File: config.mk
export PLATFORM = sky130hd
export DESIGN_NAME = uart_baud_ctrl
export DESIGN_NICKNAME = d
export VERILOG_FILES = /design/src/rtl/uart_baud_ctrl.sv
export SDC_FILE = /design/constraint.sdc
export NUM_CORES = 1
export LEC_CHECK = 0
export ABC_CLOCK_PERIOD_IN_PS = 12030
export CORE_ASPECT_RATIO = 0.75
export CORE_MARGIN = 2
export CORE_UTILIZATION = 45
export CTS_CLUSTER_DIAMETER = 30
export CTS_CLUSTER_SIZE = 10
export DETAILED_ROUTE_END_ITERATION = 10
export GPL_TIMING_DRIVEN = 0
export HOLD_SLACK_MARGIN = 0.02
export SYNTH_ARGS = -nofsm -noshare
export SYNTH_HDL_FRONTEND = slang
export SYNTH_SLANG_ARGS = --single-unit
File: constraint.sdc
create_clock -name i_clk -period 12.03 [get_ports i_clk]
set_clock_uncertainty 0.15 [all_clocks]
set_input_delay 3.0075 -clock i_clk [delete_from_list [all_inputs] [get_ports i_clk]]
set_output_delay 3.0075 -clock i_clk [all_outputs]
set_load 0.005 [all_outputs]
File: src/rtl/uart_baud_ctrl.sv
// UART baud-rate controller. It drives the clock-generator divisor in one of two ways:
// a software-loaded value that is applied only while TX and RX are idle, or an autobaud
// measurement taken from the first two bit cells of a 0x55 sync character.
module uart_baud_ctrl #(
  parameter int unsigned DIV_BITS    = 10,
  parameter int unsigned DEFAULT_DIV = 26,
  parameter int unsigned IDLE_CYCLES = 1024
) (
  input  logic                i_clk,
  input  logic                i_rst,
  input  logic                i_rx,
  input  logic                i_cfg_we,
  input  logic [DIV_BITS-1:0] i_cfg_div,
  input  logic                i_tx_busy,
  input  logic                i_rx_busy,
  input  logic                i_ab_start,
  input  logic                i_ab_abort,
  output logic [DIV_BITS-1:0] o_div,
  output logic                o_ab_busy,
  output logic                o_ab_done,
  output logic                o_ab_err
);

  localparam int unsigned CNT_BITS  = DIV_BITS + 4;
  localparam int unsigned IDLE_BITS = $clog2(IDLE_CYCLES + 1);
  localparam logic [CNT_BITS-1:0] CntMax = '1;

  typedef enum logic [2:0] {
    StIdle,
    StWaitIdle,
    StWaitFall,
    StMeasLow,
    StMeasHigh,
    StCheck,
    StApply,
    StErr
  } state_e;

  state_e                state_q, state_d;
  logic                  rx_meta_q, rx_sync_q, rx_prev_q;
  logic [IDLE_BITS-1:0]  idle_cnt_q, idle_cnt_d;
  logic [CNT_BITS-1:0]   t0_q, t0_d, t1_q, t1_d;
  logic [DIV_BITS-1:0]   div_q, div_d, pend_div_q, pend_div_d;
  logic                  pend_q, pend_d;

  logic                  rx_fall;
  logic [CNT_BITS-1:0]   t_diff, t_tol;
  logic                  too_short, mismatch, apply_ok;
  logic [DIV_BITS-1:0]   ab_div;

  // Two-flop RX synchronizer plus a delayed copy for edge detection; all idle high.
  always_ff @(posedge i_clk or negedge i_rst) begin
    if (!i_rst) begin
      rx_meta_q <= 1'b1;
      rx_sync_q <= 1'b1;
      rx_prev_q <= 1'b1;
    end else begin
      rx_meta_q <= i_rx;
      rx_sync_q <= rx_meta_q;
      rx_prev_q <= rx_sync_q;
    end
  end

  assign rx_fall = rx_prev_q & ~rx_sync_q;

  // Measurement checks: cells must agree within T0/8, and the rounded divisor must be >= 1.
  always_comb begin
    t_diff    = (t0_q >= t1_q) ? (t0_q - t1_q) : (t1_q - t0_q);
    t_tol     = t0_q >> 3;
    mismatch  = (t_diff > t_tol);
    too_short = (t0_q < CNT_BITS'(24));
    ab_div    = DIV_BITS'((({1'b0, t0_q} + (CNT_BITS + 1)'(8)) >> 4) - (CNT_BITS + 1)'(1));
    apply_ok  = (state_q == StIdle) && pend_q && !i_tx_busy && !i_rx_busy;
  end

  // FSM state register.
  always_ff @(posedge i_clk or negedge i_rst) begin
    if (!i_rst) begin
      state_q <= StIdle;
    end else begin
      state_q <= state_d;
    end
  end

  // FSM next-state logic; abort overrides every other transition.
  always_comb begin
    state_d = state_q;
    unique case (state_q)
      StIdle:     if (i_ab_start) state_d = StWaitIdle;
      StWaitIdle: begin
        if (rx_sync_q && (idle_cnt_q == IDLE_BITS'(IDLE_CYCLES - 1))) state_d = StWaitFall;
      end
      StWaitFall: if (rx_fall) state_d = StMeasLow;
      StMeasLow: begin
        if (rx_sync_q)          state_d = StMeasHigh;
        else if (t0_q == CntMax) state_d = StErr;
      end
      StMeasHigh: begin
        if (!rx_sync_q)          state_d = StCheck;
        else if (t1_q == CntMax) state_d = StErr;
      end
      StCheck:    state_d = (mismatch || too_short) ? StErr : StApply;
      StApply:    state_d = StIdle;
      StErr:      state_d = StIdle;
      default:    state_d = StIdle;
    endcase
    if ((state_q != StIdle) && i_ab_abort) state_d = StIdle;
  end

  // FSM outputs; a same-cycle abort suppresses the result pulses.
  always_comb begin
    o_ab_busy = (state_q != StIdle);
    o_ab_done = (state_q == StApply) && !i_ab_abort;
    o_ab_err  = (state_q == StErr) && !i_ab_abort;
  end

  // Datapath next-state: idle counter, bit-cell timers, pending write and divisor.
  always_comb begin
    idle_cnt_d = idle_cnt_q;
    t0_d       = t0_q;
    t1_d       = t1_q;
    div_d      = div_q;
    pend_d     = pend_q;
    pend_div_d = pend_div_q;
    case (state_q)
      StIdle: begin
        idle_cnt_d = '0;
        if (apply_ok) begin
          div_d  = pend_div_q;
          pend_d = 1'b0;
        end
        // A write coinciding with an autobaud start is dropped.
        if (i_cfg_we && !i_ab_start) begin
          pend_div_d = i_cfg_div;
          pend_d     = 1'b1;
        end
      end
      StWaitIdle: idle_cnt_d = rx_sync_q ? (idle_cnt_q + IDLE_BITS'(1)) : '0;
      StWaitFall: if (rx_fall) t0_d = CNT_BITS'(1);
      StMeasLow: begin
        if (rx_sync_q)           t1_d = CNT_BITS'(1);
        else if (t0_q != CntMax) t0_d = t0_q + CNT_BITS'(1);
      end
      StMeasHigh: if (rx_sync_q && (t1_q != CntMax)) t1_d = t1_q + CNT_BITS'(1);
      StApply: begin
        if (!i_ab_abort) begin
          div_d  = ab_div;
          pend_d = 1'b0;
        end
      end
      default: ;
    endcase
  end

  // Datapath registers.
  always_ff @(posedge i_clk or negedge i_rst) begin
    if (!i_rst) begin
      idle_cnt_q <= '0;
      t0_q       <= '0;
      t1_q       <= '0;
      div_q      <= DIV_BITS'(DEFAULT_DIV);
      pend_q     <= 1'b0;
      pend_div_q <= '0;
    end else begin
      idle_cnt_q <= idle_cnt_d;
      t0_q       <= t0_d;
      t1_q       <= t1_d;
      div_q      <= div_d;
      pend_q     <= pend_d;
      pend_div_q <= pend_div_d;
    end
  end

  assign o_div = div_q;

endmodule
==> results.py <==
metrics = {
    "run_status": {
        "outcome": "complete, no violations",
    },
    "detailed_routing": {
        "drt_wl_total_um": 13700,
        "dr.first_iter.drc_count": 408,
        "num_vias": 4655,
        "wl_per_cell_um": 16.4,
        "dr.pass1.iters": 6,
        "via_per_inst": 5.57,
        "antenna_left": 0,
        "drc": 0,
    },
    "timing": {
        "setup_slack_ns": 3.96,
        "worst_pin_slew_ns": 1.18,
        "slew_headroom": 0.195,
        "fin_crit_sh": 0.671,
        "rsz0062_at_grt": "false",
        "hold_slack_ns": 0.205,
        "hold_viol_final": 0,
        "finalCriticalPeriod_ns": 8.07,
        "setup_viol": 0,
        "totalNegativeSetupSlack_ns": 0,
        "max_freq_mhz": 124,
        "drv_slew": 0,
    },
    "clock_network": {
        "numCtsBuffers": 9,
        "clk_pin_slew_ns": 0.05,
        "insertion_delay_ns": 0.33,
        "clock_path_buffers": 2,
        "clock-sinks": 66,
        "cts_resized": 0,
        "cts_hold_buf": 0,
        "cts_max_level": 3,
        "cts-root-buf": "clkbuf_16",
        "cts_tree": "built",
        "cts_setup_buffers": 0,
    },
    "final_layout": {
        "final_area_um2": 6120,
        "drive_gt1_frac": 0.110,
        "antenna_cells": 0,
        "final_cells": 836,
        "final_cell_mix": "62 x nor2_1, 60 x dfrtp_1, 55 x nand2_1",
        "fin_util": 0.529,
        "fin_nets": 732,
        "final_common_cell": "nor2_1",
        "area_growth_pct": 14.9,
    },
    "pwr": {
        "p_seq_frac": 0.241,
        "powerDensity_nw_per_um2": 206,
        "p_leak_nw": 2.73,
        "p_sw_frac": 0.405,
        "fin_total_pwr_mw": 1.26,
        "p_comb_frac": 0.562,
        "ir_worst_vdd_mv": 0.0880,
        "p_sw_uw": 511,
        "p_clk_frac": 0.198,
        "power.internal_uw": 751,
    },
    "min_path": {
        "hold_start": "rx_meta_q$_DFF_PN1_",
        "min_path_type": "reg2reg",
    },
    "global_routing": {
        "grt_use_total": 0.224,
        "first_global_vias": 4309,
        "antenna_found_initial": 0,
        "grt_start_max_net_pins": 67,
        "grt_pass1_wl_um": 22500,
        "grt.overflow.total": 0,
    },
    "yosys": {
        "syn_area_per_cell_um2": 8.49,
        "synth.net_count": 691,
        "async_flop_share": 1.00,
        "ys_warn_count": 0,
        "synth_seq_area_share": 0.311,
        "synth-main-ff-cell": "dfrtp_1",
        "syn_area_um2": 5330,
        "synth_area_leader_cell": "dfrtp_1",
        "synth_top_area_frac": 0.282,
        "yosysUniqueCellTypes": 67,
        "ys_top_cells_by_area": "dfrtp_1 28%, ha_1 10%, xnor2_1 7.4%",
        "ys_seq_elements": 66,
        "synthCells": 628,
        "synth_edf_count": 0,
    },
    "worst_setup_path": {
        "crit_path_cell_trace": "clkdlybuf4s50_1 > nand2b_1 > nor3_1 > clkdlybuf4s50_1",
        "worstReg2RegEnd": "state_q[0]$_DFFE_PN0P_",
        "reg2reg_depth": 19,
        "rrSetupSlack_ns": 6.17,
        "crit_family": "buffers and inverters",
        "cp_slowest_cell": "clkdlybuf4s50_1",
        "arrival_ns": 4.91,
        "crit_fanout": 6,
        "crit_required_ns": 8.87,
        "crit_cells": 4,
        "crit_start": "i_ab_abort",
        "cp_common_cell": "clkdlybuf4s50_1",
        "start_kind": "input pin",
        "critical_path_class": "in2out",
        "worstSetupEndpointType": "primary output",
        "crit_path_end": "o_ab_done",
        "regToRegStartpoint": "t0_q[8]$_DFFE_PN0P_",
        "cp_slowest_stage_delay_ns": 0.62,
        "critPathBufInv": 2,
    },
    "die": {
        "core_um2": 11600,
        "die_x_um": 130,
        "start_util": 0.461,
        "fp.dieH_um": 98.2,
        "fp.dieArea_um2": 12700,
        "rows": 34,
        "ioPinCount": 31,
    },
    "place": {
        "dp_hpwl_um": 10700,
        "routabilityCongestion": 0.888,
        "place_area_um2": 5830,
        "dpl_worst_slack_ns": 3.99,
        "place_inst": 820,
        "io_buffers": 30,
    },
    "run": {
        "maxCapViolCount": 0,
    },
}
## kinds of logic after synthesis
group | Yosys count | synth area share
AO/OA/AOI/OAI | 148 | 0.181
flip-flops | 66 | 0.311
adder cells (fa/ha/maj) | 45 | 0.108
AND/OR/NAND/NOR | 214 | 0.201
buffers and inverters | 80 | 0.0664
XOR/XNOR | 51 | 0.0838
multiplexers | 24 | 0.0486
## per-layer routing
| layer | vias to the layer above | global-route usage | wire length [µm] |
|---|---|---|---|
| li1 | 2292 | - | - |
| met1 | 2217 | 0.366 | 7120 |
| met2 | 132 | 0.301 | 5630 |
| met3 | 14 | 0.0493 | 842 |
| met4 | 0 | 0.0380 | 99 |
| met5 | - | 0 | 0 |
## synthesized netlist by cell type (7+ instances only)
cell type and number:
inv_1 49, nor3_1 11, and3_1 9, a21oi_1 42, dfrtp_1 60, nand3_1 24, or3_1 7, clkbuf_1 12
buf_2 12, nand2_1 55, mux2i_1 11, mux2_2 12, nor2_1 62, o21ai_0 38, a31oi_1 9, nand4_1 11
xnor2_1 45, a211oi_1 8, ha_1 43
## registers in the layout, indices dropped and copies added, names as in the netlist
signal / flops
t0_q: 14
t1_q: 14
idle_cnt_q: 11
o_div: 10
pend_div_q: 10
state_q: 3
pend_q: 1
rx_meta_q: 1
rx_prev_q: 1
rx_sync_q: 1
## power by group through the flow
stage | clock network (mW) | logic [mW] | registers [mW]
finish | 0.250 | 0.709 | 0.303
global route | 0.266 | 0.783 | 0.310
CTS | 0.255 | 0.698 | 0.304
detailed placement | 0 | 0.693 | 0.307
global placement | 0 | 0.678 | 0.306
floorplan | 0 | 0.514 | 0.301
## final cells by class
cell class / instances / area [µm²]
Buffer: 31 / 170
Clock buffer: 12 / 267
Clock inverter: 4 / 25.0
Fill cell: 1078 / 5450
Inverter: 49 / 184
Multi-Input combinational cell: 482 / 3320
Sequential cell: 66 / 1660
Tap cell: 162 / 203
Timing Repair Buffer: 30 / 298
## worst min-delay path by stage
stage               slack [ns]                   to  depth (start not counted)
global route              0.22  rx_sync_q$_DFF_PN1_                          0
CTS                       0.21  rx_sync_q$_DFF_PN1_                          0
global placement          0.20  rx_sync_q$_DFF_PN1_                          0
floorplan                 0.20  rx_sync_q$_DFF_PN1_                          0
finish                    0.20  rx_sync_q$_DFF_PN1_                          0
detailed placement        0.20  rx_sync_q$_DFF_PN1_                          0
No activity file was read; power rests on OpenSTA's default activity.
